**src/rtl/alu_pkg.sv**
```systemverilog
`default_nettype none
// ============================================================================
// Module      : alu_pkg
// Description : Shared constants for the ALU command sequencer slice:
//               ALU opcodes, load-button bit positions and the sequencer
//               FSM state encoding.
// Revision    : 1.0 - initial release
// ============================================================================
package alu_pkg;

  // Opcode encoding understood by the ALU top-level
  localparam int unsigned     OP_W   = 6;
  localparam logic [OP_W-1:0] OP_ADD = 6'd32;
  localparam logic [OP_W-1:0] OP_SUB = 6'd34;
  localparam logic [OP_W-1:0] OP_AND = 6'd36;
  localparam logic [OP_W-1:0] OP_OR  = 6'd37;
  localparam logic [OP_W-1:0] OP_XOR = 6'd38;
  localparam logic [OP_W-1:0] OP_NOR = 6'd39;
  localparam logic [OP_W-1:0] OP_SRL = 6'd2;
  localparam logic [OP_W-1:0] OP_SRA = 6'd3;

  // Bit positions on the button bus
  localparam int unsigned BTN_LOAD_A  = 0;
  localparam int unsigned BTN_LOAD_B  = 1;
  localparam int unsigned BTN_LOAD_OP = 2;

  // Sequencer FSM states
  localparam int unsigned     ST_W       = 3;
  localparam logic [ST_W-1:0] ST_IDLE    = 3'd0;
  localparam logic [ST_W-1:0] ST_LOAD_A  = 3'd1;
  localparam logic [ST_W-1:0] ST_GAP_A   = 3'd2;
  localparam logic [ST_W-1:0] ST_LOAD_B  = 3'd3;
  localparam logic [ST_W-1:0] ST_GAP_B   = 3'd4;
  localparam logic [ST_W-1:0] ST_LOAD_OP = 3'd5;
  localparam logic [ST_W-1:0] ST_SETTLE  = 3'd6;
  localparam logic [ST_W-1:0] ST_RESPOND = 3'd7;

endpackage
`default_nettype wire

```
**src/rtl/alu_ref_model.sv**
```systemverilog
`default_nettype none
// ============================================================================
// Module      : alu_ref_model
// Description : Combinational golden model of the ALU. Produces the result
//               expected for operands A/B and an opcode, truncated to
//               NB_DATA. Shifts use the full unsigned B as the amount.
// Ports       : i_data_a  - operand A
//               i_data_b  - operand B (also the shift amount)
//               i_op      - opcode
//               o_result  - expected result
//               o_known   - 1 when i_op is a modelled opcode
// Revision    : 1.0 - initial release
// ============================================================================
module alu_ref_model
  import alu_pkg::*;
#(
  parameter int NB_DATA = 8,
  parameter int NB_OP   = 6
) (
  input  logic [NB_DATA-1:0] i_data_a,
  input  logic [NB_DATA-1:0] i_data_b,
  input  logic [NB_OP-1:0]   i_op,
  output logic [NB_DATA-1:0] o_result,
  output logic               o_known
);

  always_comb begin
    o_result = '0;
    o_known  = 1'b1;
    case (i_op)
      NB_OP'(OP_ADD): o_result = i_data_a + i_data_b;
      NB_OP'(OP_SUB): o_result = i_data_a - i_data_b;
      NB_OP'(OP_AND): o_result = i_data_a & i_data_b;
      NB_OP'(OP_OR):  o_result = i_data_a | i_data_b;
      NB_OP'(OP_XOR): o_result = i_data_a ^ i_data_b;
      NB_OP'(OP_NOR): o_result = ~(i_data_a | i_data_b);
      // Native shifts already saturate for amounts >= NB_DATA
      NB_OP'(OP_SRL): o_result = i_data_a >> i_data_b;
      NB_OP'(OP_SRA): o_result = NB_DATA'($signed(i_data_a) >>> i_data_b);
      default:        o_known  = 1'b0;
    endcase
  end

endmodule
`default_nettype wire

```
**src/rtl/alu_cmd_sequencer.sv**
```systemverilog
`default_nettype none
// ============================================================================
// Module      : alu_cmd_sequencer
// Description : Takes one {A, B, op} command over valid/ready, replays it on
//               the button/switch bus as load A, load B, load op, waits a
//               settle interval, captures i_leds and returns it over a
//               valid/ready response channel.
// Ports       : i_clock, i_reset (async, active-low)
//               i_cmd_valid/o_cmd_ready, i_data_a, i_data_b, i_op : command
//               o_buttons, o_switches, i_leds                    : ALU side
//               o_rsp_valid/i_rsp_ready, o_rsp_data              : response
//               o_mismatch                                       : self-check
// Options     : define ALU_SEQ_SELFCHECK_EN to compare the captured result
//               against alu_ref_model; otherwise o_mismatch is tied 0.
// Revision    : 1.0 - initial release
// ============================================================================
module alu_cmd_sequencer
  import alu_pkg::*;
#(
  parameter int NB_DATA       = 8,
  parameter int NB_OP         = 6,
  parameter int NB_BUTTONS    = 3,
  parameter int HOLD_CYCLES   = 1,
  parameter int SETTLE_CYCLES = 2
) (
  input  logic                  i_clock,
  input  logic                  i_reset,
  input  logic                  i_cmd_valid,
  output logic                  o_cmd_ready,
  input  logic [NB_DATA-1:0]    i_data_a,
  input  logic [NB_DATA-1:0]    i_data_b,
  input  logic [NB_OP-1:0]      i_op,
  output logic [NB_BUTTONS-1:0] o_buttons,
  output logic [NB_DATA-1:0]    o_switches,
  input  logic [NB_DATA-1:0]    i_leds,
  output logic                  o_rsp_valid,
  input  logic                  i_rsp_ready,
  output logic [NB_DATA-1:0]    o_rsp_data,
  output logic                  o_mismatch
);

  localparam int c_CNT_MAX = (HOLD_CYCLES > SETTLE_CYCLES) ? HOLD_CYCLES : SETTLE_CYCLES;
  localparam int c_CNT_W   = $clog2(c_CNT_MAX + 1);
  localparam logic [c_CNT_W-1:0] c_HOLD_RELOAD   = c_CNT_W'(HOLD_CYCLES - 1);
  localparam logic [c_CNT_W-1:0] c_SETTLE_RELOAD = c_CNT_W'(SETTLE_CYCLES - 1);

  logic [ST_W-1:0]       r_state;
  logic [ST_W-1:0]       w_state_nxt;
  logic [c_CNT_W-1:0]    r_cnt;
  logic [c_CNT_W-1:0]    w_cnt_reload;
  logic                  w_cnt_zero;

  logic [NB_DATA-1:0]    r_data_a;
  logic [NB_DATA-1:0]    r_data_b;
  logic [NB_OP-1:0]      r_op;

  logic                  r_cmd_ready;
  logic [NB_BUTTONS-1:0] r_buttons;
  logic [NB_DATA-1:0]    r_switches;
  logic                  r_rsp_valid;
  logic [NB_DATA-1:0]    r_rsp_data;

  logic                  w_cmd_ready_nxt;
  logic [NB_BUTTONS-1:0] w_buttons_nxt;
  logic [NB_DATA-1:0]    w_switches_nxt;
  logic                  w_rsp_valid_nxt;
  logic [NB_DATA-1:0]    w_rsp_data_nxt;

  logic                  w_accept;
  logic                  w_capture;
  logic                  w_rsp_done;

  assign w_cnt_zero = (r_cnt == '0);
  // r_cmd_ready is only ever high in IDLE, so it doubles as the accept gate
  assign w_accept   = (r_state == ST_IDLE) && r_cmd_ready && i_cmd_valid;
  assign w_capture  = (r_state == ST_SETTLE) && (w_state_nxt == ST_RESPOND);
  assign w_rsp_done = (r_state == ST_RESPOND) && i_rsp_ready;

  // -------- FSM: state register --------
  always_ff @(posedge i_clock or negedge i_reset) begin
    if (!i_reset) begin
      r_state <= ST_IDLE;
    end else begin
      r_state <= w_state_nxt;
    end
  end

  // -------- FSM: next state and counter reload --------
  always_comb begin
    w_state_nxt = r_state;
    case (r_state)
      ST_IDLE:    if (w_accept)   w_state_nxt = ST_LOAD_A;
      ST_LOAD_A:  if (w_cnt_zero) w_state_nxt = ST_GAP_A;
      ST_GAP_A:                   w_state_nxt = ST_LOAD_B;
      ST_LOAD_B:  if (w_cnt_zero) w_state_nxt = ST_GAP_B;
      ST_GAP_B:                   w_state_nxt = ST_LOAD_OP;
      ST_LOAD_OP: if (w_cnt_zero) w_state_nxt = ST_SETTLE;
      ST_SETTLE:  if (w_cnt_zero) w_state_nxt = ST_RESPOND;
      ST_RESPOND: if (i_rsp_ready) w_state_nxt = ST_IDLE;
      default:                    w_state_nxt = ST_IDLE;
    endcase

    w_cnt_reload = '0;
    case (w_state_nxt)
      ST_LOAD_A, ST_LOAD_B, ST_LOAD_OP: w_cnt_reload = c_HOLD_RELOAD;
      ST_SETTLE:                        w_cnt_reload = c_SETTLE_RELOAD;
      default:                          w_cnt_reload = '0;
    endcase
  end

  // -------- FSM: registered output values, decoded from the next state --------
  always_comb begin
    w_buttons_nxt   = '0;
    w_switches_nxt  = r_switches;
    w_rsp_data_nxt  = r_rsp_data;
    w_rsp_valid_nxt = (w_state_nxt == ST_RESPOND);
    w_cmd_ready_nxt = (w_state_nxt == ST_IDLE);
    case (w_state_nxt)
      ST_LOAD_A: begin
        w_buttons_nxt[BTN_LOAD_A] = 1'b1;
        // On the accept edge the latch is not yet loaded, so take the port
        w_switches_nxt = (r_state == ST_IDLE) ? i_data_a : r_data_a;
      end
      ST_LOAD_B: begin
        w_buttons_nxt[BTN_LOAD_B] = 1'b1;
        w_switches_nxt = r_data_b;
      end
      ST_LOAD_OP: begin
        w_buttons_nxt[BTN_LOAD_OP] = 1'b1;
        w_switches_nxt = NB_DATA'(r_op);
      end
      default: ;
    endcase
    if (w_capture) begin
      w_rsp_data_nxt = i_leds;
    end
  end

  // Dwell counter: reloaded on every state change, counts down to zero
  always_ff @(posedge i_clock or negedge i_reset) begin
    if (!i_reset) begin
      r_cnt <= '0;
    end else if (w_state_nxt != r_state) begin
      r_cnt <= w_cnt_reload;
    end else if (!w_cnt_zero) begin
      r_cnt <= r_cnt - c_CNT_W'(1);
    end
  end

  // Command latch
  always_ff @(posedge i_clock or negedge i_reset) begin
    if (!i_reset) begin
      r_data_a <= '0;
      r_data_b <= '0;
      r_op     <= '0;
    end else if (w_accept) begin
      r_data_a <= i_data_a;
      r_data_b <= i_data_b;
      r_op     <= i_op;
    end
  end

  // Output registers
  always_ff @(posedge i_clock or negedge i_reset) begin
    if (!i_reset) begin
      r_cmd_ready <= 1'b0;
      r_buttons   <= '0;
      r_switches  <= '0;
      r_rsp_valid <= 1'b0;
      r_rsp_data  <= '0;
    end else begin
      r_cmd_ready <= w_cmd_ready_nxt;
      r_buttons   <= w_buttons_nxt;
      r_switches  <= w_switches_nxt;
      r_rsp_valid <= w_rsp_valid_nxt;
      r_rsp_data  <= w_rsp_data_nxt;
    end
  end

  assign o_cmd_ready = r_cmd_ready;
  assign o_buttons   = r_buttons;
  assign o_switches  = r_switches;
  assign o_rsp_valid = r_rsp_valid;
  assign o_rsp_data  = r_rsp_data;

`ifdef ALU_SEQ_SELFCHECK_EN
  logic [NB_DATA-1:0] w_expected;
  logic               w_known;
  logic               r_mismatch;

  alu_ref_model #(
    .NB_DATA (NB_DATA),
    .NB_OP   (NB_OP)
  ) u_ref_model (
    .i_data_a (r_data_a),
    .i_data_b (r_data_b),
    .i_op     (r_op),
    .o_result (w_expected),
    .o_known  (w_known)
  );

  // Evaluated alongside the result capture so it is valid with o_rsp_valid
  always_ff @(posedge i_clock or negedge i_reset) begin
    if (!i_reset) begin
      r_mismatch <= 1'b0;
    end else if (w_capture) begin
      r_mismatch <= w_known && (w_expected != i_leds);
    end else if (w_rsp_done) begin
      r_mismatch <= 1'b0;
    end
  end

  assign o_mismatch = r_mismatch;
`else
  assign o_mismatch = 1'b0;
`endif

endmodule
`default_nettype wire

```
**config.mk**
```make
export PLATFORM = sky130hd
export DESIGN_NAME = alu_cmd_sequencer
export DESIGN_NICKNAME = d
export VERILOG_FILES = /design/src/rtl/alu_pkg.sv /design/src/rtl/alu_ref_model.sv /design/src/rtl/alu_cmd_sequencer.sv
export SDC_FILE = /design/constraint.sdc
export NUM_CORES = 1
export LEC_CHECK = 0
export ABC_AREA = 1
export CAP_MARGIN = 15
export CORE_UTILIZATION = 35
export CTS_CLUSTER_DIAMETER = 200
export DETAILED_ROUTE_END_ITERATION = 16
export PLACE_DENSITY_LB_ADDON = 0.08
export SLEW_MARGIN = 40
export SYNTH_ARGS = -nofsm -noshare
export SYNTH_HDL_FRONTEND = slang
export SYNTH_HIERARCHICAL = 1
export SYNTH_SLANG_ARGS = --single-unit
```
**constraint.sdc**
```tcl
create_clock -name i_clock -period 2.4 [get_ports i_clock]
set_clock_uncertainty 0.05 [all_clocks]
set_input_delay 0.48 -clock i_clock [delete_from_list [all_inputs] [get_ports i_clock]]
set_output_delay 0.48 -clock i_clock [all_outputs]
set_load 0.02 [all_outputs]
```
==> impl_metrics.ini <==
[status]
outcome = finished clean

[die]
pin_count = 56
die_area_um2 = 6700
die_height_um = 81.9
core_area_um2 = 6030
die_w_um = 81.9
rows = 28
initial_core_util_pct = 37.1

[clock_tree]
cts.sinks = 48
cts_hold_buf = 0
clock_latency_ns = 0.30
cts_setup_buffers = 0
cts_buffer_depth = 2
cts_buffers = 5
post_cts_resize_count = 0
root_buffer = clkbuf_8
cts_tree = done
cts_max_level = 2
clk_pin_slew_ns = 0.09

[synthesis]
yosys.area.top_type_share_pct = 53.8
synth_fp_nets = 286
ys_warn_count = 6
syn_area_um2 = 2230
synthDistinctLibCells = 26
syn_area_per_cell_um2 = 8.90
synth.area.top_cells = dfrtp_1 (54%), nand2_1 (8.4%), mux2_2 (7.1%), nor2_1 (6.7%), inv_1 (4.7%)
synth_flop_cell = dfrtp_1
synth_most_common_cell = nand2_1
synth-edff-count = 0
async_reset_ff_share_pct = 100
yosysTopAreaCell = dfrtp_1
ys_seq_area_share_pct = 53.8
synth-seq-cells = 48
synthTopCellsByCount = nand2_1 (50), dfrtp_1 (48), nor2_1 (40)
netlist_instances = 251

[global_route]
grt_pass1_wl_mm = 8.11
first_global_vias = 1727
antenna_found_initial = 0
track_usage_pct = 16.5
overflow = 0
grt_start_max_net_pins = 27

[layout]
fillers = 607
layout-drive-gt1-share_pct = 13.6
multi_input_area_um2 = 862
final-seq-area_um2 = 1200
area_growth_pct = 31.4
antennaDiodeCount = 0
nNetsFinal = 343
fin_util_pct = 48.7

[power_and_ir_drop]
ir_worst_vdd_mv = 0.624
power.leakage_nw = 1.42
power.density_nw_per_um2 = 1380

[worst_setup_path]
required_ns = 2.54
cp-end-kind = flop
path_class = flop to flop
arrival_ns = 2.21
critPathMaxFanout = 12
startpoint_type = flop

[route]
wirelength_mm = 4.87
viasPerCell = 4.63
wl_per_cell_um = 12.7
drcViolationCount = 0
ant_nets = 0
num_vias = 1775
drt-initial-drc-count = 102
drt_first_pass_iters = 5

[place]
place_congestion = 0.773
dp_hpwl_mm = 3.68
io_buffers = 54

[sta]
fmax_ghz = 0.484
period_minus_slack_ns = 2.06
final_max_slew_viol_count = 0
hold_viol_final = 0
hold_slack_ns = 0.116
relSlewSlack_pct = 62.3
period_share_pct = 86.0
setup_viol = 0
tightest_slew_ns = 0.565
grt_setup_unrepaired = false
tns_ns = 0

[job]
maxCapViolCount = 0

[hold_path]
min_path_type = primary input to async pin
==> per-stage QoR <==
| stage | worst slack, ns | power, W | cells | cell area [um^2] |
|---|---|---|---|---|
| 2_1_floorplan | 0.760 | 0.00293 | 251 | 2230 |
| 3_3_place_gp | 0.352 | 0.00361 | 376 | 2860 |
| 3_5_place_dp | 0.319 | 0.00366 | 376 | 2860 |
| 4_1_cts | 0.323 | 0.00413 | 383 | 2940 |
| 5_1_grt | 0.0810 | 0.00447 | 383 | 2940 |
| 6_report | 0.335 | 0.00407 | 383 | 2940 |
==> report_power, final <==
part | switching [W] | total, W | internal [W]
logic | 0.00129 | 0.00219 | 0.000906
clock network | 0.000252 | 0.000451 | 0.000198
registers | 0.000217 | 0.00142 | 0.00121
total | 0.00175 | 0.00407 | 0.00231
==> cells in the final DEF (no fill, tap or decap), drive strengths merged <==
cell type,n
clkdlybuf4s50,53
nand2,51
dfrtp,48
nor2,45
inv,30
o21ai,20
mux2,14
a21oi,12
nand3,11
clkbuf,6
nand4,5
buf,5
clkinv,3
o211ai,1
xor2,1
xnor2,1
ha,1
conb,1
==> critical path, stage by stage (launching register included) <==
cell	delay, ns
dfrtp_1	0.40
inv_1	0.06
ha_1	0.31
inv_1	0.16
nand3_1	0.11
nand2_1	0.07
nor2_2	0.11
nand3_2	0.23
nand2_2	0.14
clkinv_2	0.14
nor2_1	0.14
a21oi_2	0.04
==> worst paths after layout <==
| kind | from | to | slack (ns) | depth (start not counted) |
|---|---|---|---|---|
| worst min register to register | r_data_a[2] | r_data_a[2] | 0.44 | 2 |
| worst min-delay path | i_reset | o_rsp_valid | 0.12 | 1 |
| max in group asynchronous | i_reset | r_op[5] | 1.65 | 2 |
| worst max register to register | r_cnt[0] | o_switches[2] | 0.34 | 11 |
| worst max-delay path | r_cnt[0] | o_switches[2] | 0.34 | 11 |
| min in group i_clock | r_data_a[2] | r_data_a[2] | 0.44 | 2 |
==> cell type report <==
cell class | count | share of cell area, %
timing repair buffer | 58 | 19.7
clock inverter | 1 | 0.171
clock buffer | 6 | 2.47
sequential | 48 | 40.9
tap | 75 | 3.20
inverter | 32 | 4.18
multi-input combinational | 163 | 29.4
==> routing by layer <==
metal	vias up	global-route usage [%]	share of wire, %
met5	-	0	0
li1	900	-	-
met2	42	25.2	45
met4	0	6.84	1.6
met1	826	22.6	49
met3	7	3.56	3.9
==> logic make-up after synthesis <==
| logic type | synth area share [%] |
|---|---|
| buf+inv | 7.62 |
| xor+xnor | 0.784 |
| flops | 53.8 |
| simple gates | 22.0 |
| fa+ha+maj | 0.560 |
| mux | 7.06 |
| compound gates | 8.01 |
| other cells | 0.168 |
==> state kept, by name, summed over array words and instances (netlist names) <==
name	flops
o_buttons	3
o_cmd_ready	1
o_rsp_data	8
o_rsp_valid	1
o_switches	8
r_cnt	2
r_data_a	8
r_data_b	8
r_op	6
r_state	3
(Power assumes the default switching activity.)
